[src/rtl/alu_scheduler_pkg.sv]
// Shared ALU op codes, status-register bit positions and the per-op flag-write mask table
// used by the scheduler and its registered ALU.
package alu_scheduler_pkg;

  localparam int DATA_W = 8;
  localparam int OP_W   = 5;
  localparam int FLAG_W = 7;

  localparam logic [OP_W-1:0] OP_ASL  = 5'd0;
  localparam logic [OP_W-1:0] OP_LSR  = 5'd1;
  localparam logic [OP_W-1:0] OP_ROL  = 5'd2;
  localparam logic [OP_W-1:0] OP_ROR  = 5'd3;
  localparam logic [OP_W-1:0] OP_ADD  = 5'd4;
  localparam logic [OP_W-1:0] OP_CMP  = 5'd5;
  localparam logic [OP_W-1:0] OP_AND  = 5'd6;
  localparam logic [OP_W-1:0] OP_OR   = 5'd7;
  localparam logic [OP_W-1:0] OP_XOR  = 5'd8;
  localparam logic [OP_W-1:0] OP_INC  = 5'd9;
  localparam logic [OP_W-1:0] OP_DEC  = 5'd10;
  localparam logic [OP_W-1:0] OP_FLG  = 5'd11;
  localparam logic [OP_W-1:0] OP_NONE = 5'h1F;

  // Status register bit positions; bits 3..6 hold flags this ALU never produces.
  localparam int FLAG_C = 0;
  localparam int FLAG_Z = 1;
  localparam int FLAG_N = 2;

  localparam logic [FLAG_W-1:0] MASK_CZN = (7'd1 << FLAG_C) | (7'd1 << FLAG_Z) | (7'd1 << FLAG_N);
  localparam logic [FLAG_W-1:0] MASK_ZN  = (7'd1 << FLAG_Z) | (7'd1 << FLAG_N);

  typedef enum logic {
    TAG_EXE = 1'b0,
    TAG_AGU = 1'b1
  } req_tag_e;

  function automatic logic [FLAG_W-1:0] flagMask(input logic [OP_W-1:0] op);
    logic [FLAG_W-1:0] m;
    case (op)
      OP_ASL, OP_LSR, OP_ROL, OP_ROR, OP_ADD, OP_CMP: m = MASK_CZN;
      OP_AND, OP_OR, OP_XOR, OP_INC, OP_DEC, OP_FLG:  m = MASK_ZN;
      default:                                        m = '0;
    endcase
    return m;
  endfunction

endpackage

[src/rtl/alu_scheduler_alu.sv]
// Registered 8-bit ALU: result and raw flags appear one cycle after op/operands are presented.
// Flags not produced by an op pass through from the incoming status.
module alu_scheduler_alu
  import alu_scheduler_pkg::*;
(
  input  logic              i_clk,
  input  logic              i_rst_n,
  input  logic [OP_W-1:0]   i_op,
  input  logic [DATA_W-1:0] i_a,
  input  logic [DATA_W-1:0] i_b,
  input  logic [FLAG_W-1:0] i_status_flags_in,
  output logic [DATA_W-1:0] o_result,
  output logic [FLAG_W-1:0] o_flags
);

  logic [DATA_W-1:0] w_result;
  logic [FLAG_W-1:0] w_flags;
  logic [DATA_W:0]   w_sum;
  logic              w_carry;
  logic              w_cin;
  logic [DATA_W-1:0] r_result;
  logic [FLAG_W-1:0] r_flags;

  assign w_cin = i_status_flags_in[FLAG_C];

  always_comb begin
    w_result = '0;
    w_carry  = w_cin;
    w_sum    = '0;
    case (i_op)
      OP_ASL: begin w_result = {i_a[6:0], 1'b0};  w_carry = i_a[7]; end
      OP_LSR: begin w_result = {1'b0, i_a[7:1]};  w_carry = i_a[0]; end
      OP_ROL: begin w_result = {i_a[6:0], w_cin}; w_carry = i_a[7]; end
      OP_ROR: begin w_result = {w_cin, i_a[7:1]}; w_carry = i_a[0]; end
      OP_ADD: begin
        w_sum    = {1'b0, i_a} + {1'b0, i_b} + {8'd0, w_cin};
        w_result = w_sum[7:0];
        w_carry  = w_sum[8];
      end
      // Carry set means no borrow, i.e. A >= B unsigned.
      OP_CMP: begin
        w_sum    = {1'b0, i_a} + {1'b0, ~i_b} + 9'd1;
        w_result = w_sum[7:0];
        w_carry  = w_sum[8];
      end
      OP_AND: w_result = i_a & i_b;
      OP_OR:  w_result = i_a | i_b;
      OP_XOR: w_result = i_a ^ i_b;
      OP_INC: w_result = i_a + 8'd1;
      OP_DEC: w_result = i_a - 8'd1;
      OP_FLG: w_result = i_a;
      default: w_result = '0;
    endcase
    w_flags         = i_status_flags_in;
    w_flags[FLAG_C] = w_carry;
    w_flags[FLAG_Z] = (w_result == '0);
    w_flags[FLAG_N] = w_result[7];
  end

  always_ff @(posedge i_clk) begin
    if (!i_rst_n) begin
      r_result <= '0;
      r_flags  <= '0;
    end else begin
      r_result <= w_result;
      r_flags  <= w_flags;
    end
  end

  assign o_result = r_result;
  assign o_flags  = r_flags;

endmodule

[src/rtl/alu_scheduler.sv]
// Round-robin scheduler sharing one registered ALU between the EXE and AGU requesters,
// with a one-bit in-flight tag, per-op status masking, flush and status forwarding.
module alu_scheduler
  import alu_scheduler_pkg::*;
#(
  parameter bit RR_RESET_EXE = 1'b1
) (
  input  logic              i_clk,
  input  logic              i_rst_n,
  input  logic              i_exe_req,
  input  logic [OP_W-1:0]   i_exe_op,
  input  logic [DATA_W-1:0] i_exe_a,
  input  logic [DATA_W-1:0] i_exe_b,
  input  logic              i_agu_req,
  input  logic [OP_W-1:0]   i_agu_op,
  input  logic [DATA_W-1:0] i_agu_a,
  input  logic [DATA_W-1:0] i_agu_b,
  input  logic              i_flush,
  input  logic [FLAG_W-1:0] i_status_in,
  output logic              o_exe_gnt,
  output logic              o_agu_gnt,
  output logic              o_exe_valid,
  output logic              o_agu_valid,
  output logic [DATA_W-1:0] o_exe_result,
  output logic [DATA_W-1:0] o_agu_result,
  output logic [FLAG_W-1:0] o_exe_flags,
  output logic [FLAG_W-1:0] o_status_out,
  output logic              o_status_we
);

  logic              w_exeGnt;
  logic              w_aguGnt;
  logic              w_anyGnt;
  logic [OP_W-1:0]   w_aluOp;
  logic [DATA_W-1:0] w_aluA;
  logic [DATA_W-1:0] w_aluB;
  logic [DATA_W-1:0] w_aluResult;
  logic [FLAG_W-1:0] w_aluFlags;
  logic [FLAG_W-1:0] w_statusOut;
  logic              w_exeValid;
  logic              w_aguValid;
  logic              w_statusWe;

  logic              r_prefExe;
  logic              r_valid;
  req_tag_e          r_tag;
  logic [FLAG_W-1:0] r_mask;

  // Grants are suppressed while reset is held so nothing issues into a clearing pipeline.
  assign w_exeGnt = i_rst_n & i_exe_req & (~i_agu_req | r_prefExe);
  assign w_aguGnt = i_rst_n & i_agu_req & ~w_exeGnt;
  assign w_anyGnt = w_exeGnt | w_aguGnt;

  always_comb begin
    w_aluOp = OP_NONE;
    w_aluA  = '0;
    w_aluB  = '0;
    if (w_exeGnt) begin
      w_aluOp = i_exe_op;
      w_aluA  = i_exe_a;
      w_aluB  = i_exe_b;
    end else if (w_aguGnt) begin
      w_aluOp = i_agu_op;
      w_aluA  = i_agu_a;
      w_aluB  = i_agu_b;
    end
  end

  // The mask is latched at issue so AGU ops always carry an empty mask.
  always_ff @(posedge i_clk) begin
    if (!i_rst_n) begin
      r_valid   <= 1'b0;
      r_prefExe <= RR_RESET_EXE;
      r_tag     <= TAG_EXE;
      r_mask    <= '0;
    end else begin
      r_valid <= w_anyGnt;
      if (w_anyGnt) begin
        r_prefExe <= w_aguGnt;
        r_tag     <= w_aguGnt ? TAG_AGU : TAG_EXE;
        r_mask    <= w_exeGnt ? flagMask(i_exe_op) : '0;
      end
    end
  end

  assign w_exeValid  = i_rst_n & r_valid & (r_tag == TAG_EXE) & ~i_flush;
  assign w_aguValid  = i_rst_n & r_valid & (r_tag == TAG_AGU);
  assign w_statusWe  = w_exeValid & (|r_mask);
  assign w_statusOut = w_statusWe ? ((i_status_in & ~r_mask) | (w_aluFlags & r_mask)) : i_status_in;

  // The op issued alongside a status write sees the freshly merged flags.
  alu_scheduler_alu u_alu (
    .i_clk             (i_clk),
    .i_rst_n           (i_rst_n),
    .i_op              (w_aluOp),
    .i_a               (w_aluA),
    .i_b               (w_aluB),
    .i_status_flags_in (w_statusOut),
    .o_result          (w_aluResult),
    .o_flags           (w_aluFlags)
  );

  assign o_exe_gnt    = w_exeGnt;
  assign o_agu_gnt    = w_aguGnt;
  assign o_exe_valid  = w_exeValid;
  assign o_agu_valid  = w_aguValid;
  assign o_exe_result = w_exeValid ? w_aluResult : '0;
  assign o_agu_result = w_aguValid ? w_aluResult : '0;
  assign o_exe_flags  = w_exeValid ? w_aluFlags : '0;
  assign o_status_we  = w_statusWe;
  assign o_status_out = w_statusOut;

endmodule
[config.mk]
export PLATFORM = sky130hd
export DESIGN_NAME = alu_scheduler
export DESIGN_NICKNAME = d
export VERILOG_FILES = /design/src/rtl/alu_scheduler_pkg.sv /design/src/rtl/alu_scheduler_alu.sv /design/src/rtl/alu_scheduler.sv
export SDC_FILE = /design/constraint.sdc
export NUM_CORES = 1
export LEC_CHECK = 0
export ABC_AREA = 1
export CAP_MARGIN = 20
export CORE_MARGIN = 2
export CORE_UTILIZATION = 41
export CTS_BUF_LIST = sky130_fd_sc_hd__clkbuf_2 sky130_fd_sc_hd__clkbuf_4 sky130_fd_sc_hd__clkbuf_8
export DETAILED_ROUTE_END_ITERATION = 8
export PLACE_DENSITY_LB_ADDON = 0.25
export SLEW_MARGIN = 20
export SYNTH_ARGS = -nofsm -noshare
export SYNTH_HDL_FRONTEND = slang
export SYNTH_SLANG_ARGS = --single-unit
export TNS_END_PERCENT = 1
[constraint.sdc]
create_clock -name i_clk -period 4.2 [get_ports i_clk]
set_clock_uncertainty 0.1 [all_clocks]
set_input_delay 0.42 -clock i_clk [delete_from_list [all_inputs] [get_ports i_clk]]
set_output_delay 0.42 -clock i_clk [all_outputs]
set_load 0.02 [all_outputs]
==> flow_metrics.env <==
export IMPL_syn_num_nets=642
export IMPL_grt_max_degree=18
export IMPL_synth_xor_area_frac=0.02615
export IMPL_rsz0062_at_grt="false"
export IMPL_hold_buffers=0
export IMPL_synth_mux_area_frac=0
export IMPL_grt_use_total=0.2328
export IMPL_path_class="primary input to register"
export IMPL_drt_pass1_iterations=4
export IMPL_final_max_slew_viol_count=0
export IMPL_num_rows=32
export IMPL_drtIter0Drc=231
export IMPL_die_w_um=94.39
export IMPL_synth_top_area_frac=0.1300
export IMPL_clock_latency_ps=250
export IMPL_crit_buf_inv=4
export IMPL_cp_cell_sequence="clkdlybuf4s50_1 -> nand2_4 -> clkinv_2 -> nand2_4 -> o21ai_1 -> nand2_1 -> nor2_4 -> nand3_1 -> inv_1 -> ha_1 -> a21oi_1 -> nand2_1 -> nand2_1 -> nand2_1 -> inv_1 -> nand3_1 -> nand3_1 -> nand2_1 -> nor2_1 -> nand3_1 -> nor2_1"
export IMPL_synth_compound_area_frac=0.1095
export IMPL_numCtsBuffers=3
export IMPL_drive_gt1_frac=0.1019
export IMPL_dpl_cell_area_um2=4292
export IMPL_avgRoutedWirePerCell_um=13.68
export IMPL_tightest_slew_ps=437.1
export IMPL_period_share=0.8801
export IMPL_synthAdderAreaFrac=0.1360
export IMPL_vias=3731
export IMPL_cpPeakStageDelay_ps=630
export IMPL_hpwl_um=8415
export IMPL_slowest_stage="clkdlybuf4s50_1"
export IMPL_cp_depth=21
export IMPL_yosysSeqAreaShare=0.1136
export IMPL_cts_resized=0
export IMPL_hold_viol=0
export IMPL_hp_class="register to register"
export IMPL_die_area_um2=8909
export IMPL_holdPathStages=2
export IMPL_slew_headroom=0.7075
export IMPL_synthArstFlopShare=0
export IMPL_numPortBuffers=88
export IMPL_clk_pin_slew_ps=70
export IMPL_final_common_cell="nand2_1"
export IMPL_cp_arrival_ps=3780
export IMPL_nets=727
export IMPL_rr_worst_depth=20
export IMPL_antenna_found_initial=0
export IMPL_die_height_um=94.39
export IMPL_holdWs_ps=390.9
export IMPL_finalWeightedCongestion=0.9851
export IMPL_cp_required_ps=4290
export IMPL_clockRootBuffer="clkbuf_8"
export IMPL_regToRegSetupSlack_ps=960
export IMPL_fin_tns_setup_ps=0
export IMPL_synthSimpleGateAreaFrac=0.4498
export IMPL_final_area_um2=4338
export IMPL_start_kind="primary input"
export IMPL_synth_seq_cells=19
export IMPL_design_core_area_um2=7807
export IMPL_postCtsSetupBuffers=0
export IMPL_clockBufferDepth=2
export IMPL_synthFlopType="dfxtp_1"
export IMPL_peakVddDrop_mv=0.08940
export IMPL_ios=89
export IMPL_routed_wl_um=10120
export IMPL_grt_pass1_wl_um=16860
export IMPL_mostFrequentLayoutCells="nand2_1, inv_1, clkdlybuf4s50_1, nor2_1, nand3_1"
export IMPL_ys_top_cells_by_area="nand2_1, inv_1, dfxtp_1, ha_1, nand3_1"
export IMPL_num_antenna_cells=0
export IMPL_cts_tree="built"
export IMPL_period_minus_slack_ps=3696
export IMPL_yosys_warnings=0
export IMPL_drc=0
export IMPL_synthDistinctLibCells=40
export IMPL_via_per_inst=5.042
export IMPL_p_total_mw=0.6716
export IMPL_cts_sinks=19
export IMPL_avgSynthCellArea_um2=6.046
export IMPL_timing_fmax_mhz=270.5
export IMPL_synth_top_family_by_area="simple AND/OR/NAND/NOR gates"
export IMPL_final_antenna_net_count=0
export IMPL_start_util=0.4290
export IMPL_power_density_nw_per_um2=154.8
export IMPL_worst_path_max_fanout=12
export IMPL_crit_top_cell="nand2_1"
export IMPL_maxCapViolCount=0
export IMPL_synth_largest_area_cell="nand2_1"
export IMPL_htree_levels=1
export IMPL_grt_overflow_total=0
export IMPL_p_leak_nw=2.239
export IMPL_utilization=0.5556
export IMPL_cp_top_family="simple AND/OR/NAND/NOR gates"
export IMPL_grt_pass1_vias=3585
export IMPL_status="complete, no violations"
export IMPL_netlist_instances=554
export IMPL_syn_area_um2=3349
export IMPL_syn_to_final_growth_pct=29.51
export IMPL_setup_viol=0
export IMPL_synth_edf_count=0
export IMPL_crit_path_end_kind="register"
==> worst register-to-register path, delay by kind of cell (launching register included) <==
family	cells	cell delay (ps)
fa+ha+maj	1	350
flops	1	310
simple gates	14	1640
compound gates	2	350
buf+inv	3	420
==> final timing paths <==
check / from / endpoint
worst max-delay path: i_rst_n / u_alu.o_flags[1]$_SDFF_PN0_
worst min register to register: r_tag$_SDFFE_PN0P_ / r_tag$_SDFFE_PN0P_
worst min-delay path: r_tag$_SDFFE_PN0P_ / r_tag$_SDFFE_PN0P_
worst max register to register: r_prefExe$_SDFFE_PN1P_ / u_alu.o_flags[1]$_SDFF_PN0_
==> sequential cells by signal, indices dropped and copies added (netlist names) <==
register / count
u_alu.o_flags: 7
r_mask: 2
r_prefExe: 1
u_alu.o_result: 7
r_tag: 1
r_valid: 1
==> metal layers <==
layer  track usage  vias up  part of all wire  wire length [um]
li1              -     1892                 -                 -
met1        0.2968     1687              0.44              4458
met2        0.4244      134              0.46              4704
met3       0.02314       18             0.073               742
met4       0.04952        0             0.021               217
met5             0        -                 0                 0
==> Yosys cell counts, drive strengths merged (4+ instances only) <==
library cell / n
fa: 4
nand2: 136
dfxtp: 19
nor3: 5
nand3: 74
o21ai: 20
a21oi: 21
nand4: 7
inv: 107
ha: 30
buf: 13
o21a: 9
xor2: 7
clkbuf: 5
nor2: 80
nand3b: 5
==> cells by family after synthesis <==
family,after synthesis
AND/OR/NAND/NOR,307
adder cells (fa/ha/maj),34
AO/OA/AOI/OAI,58
flip-flops,19
XOR/XNOR,10
buffers and inverters,126
==> cell type report <==
type / instances / area [um2]
Clock inverter: 1 / 5.005
Clock buffer: 3 / 41.29
Multi-Input combinational cell: 409 / 2416
Timing Repair Buffer: 98 / 955.9
Fill cell: 818 / 3470
Sequential cell: 19 / 380.4
Inverter: 108 / 411.6
Tap cell: 102 / 127.6
==> stage by stage <==
| stage | setup slack (ps) | cells |
|---|---|---|
| 2_1_floorplan | 887.7 | 554 |
| 3_3_place_gp | 389.6 | 736 |
| 3_5_place_dp | 330.9 | 736 |
| 4_1_cts | 564.2 | 740 |
| 5_1_grt | 288.3 | 740 |
| 6_report | 503.7 | 740 |
==> power by group <==
group	internal [mW]	switching [mW]
clock network	0.0657	0.0540
registers	0.189	0.00321
logic	0.145	0.214
total	0.400	0.272
No activity file was read; power rests on OpenSTA's default activity.
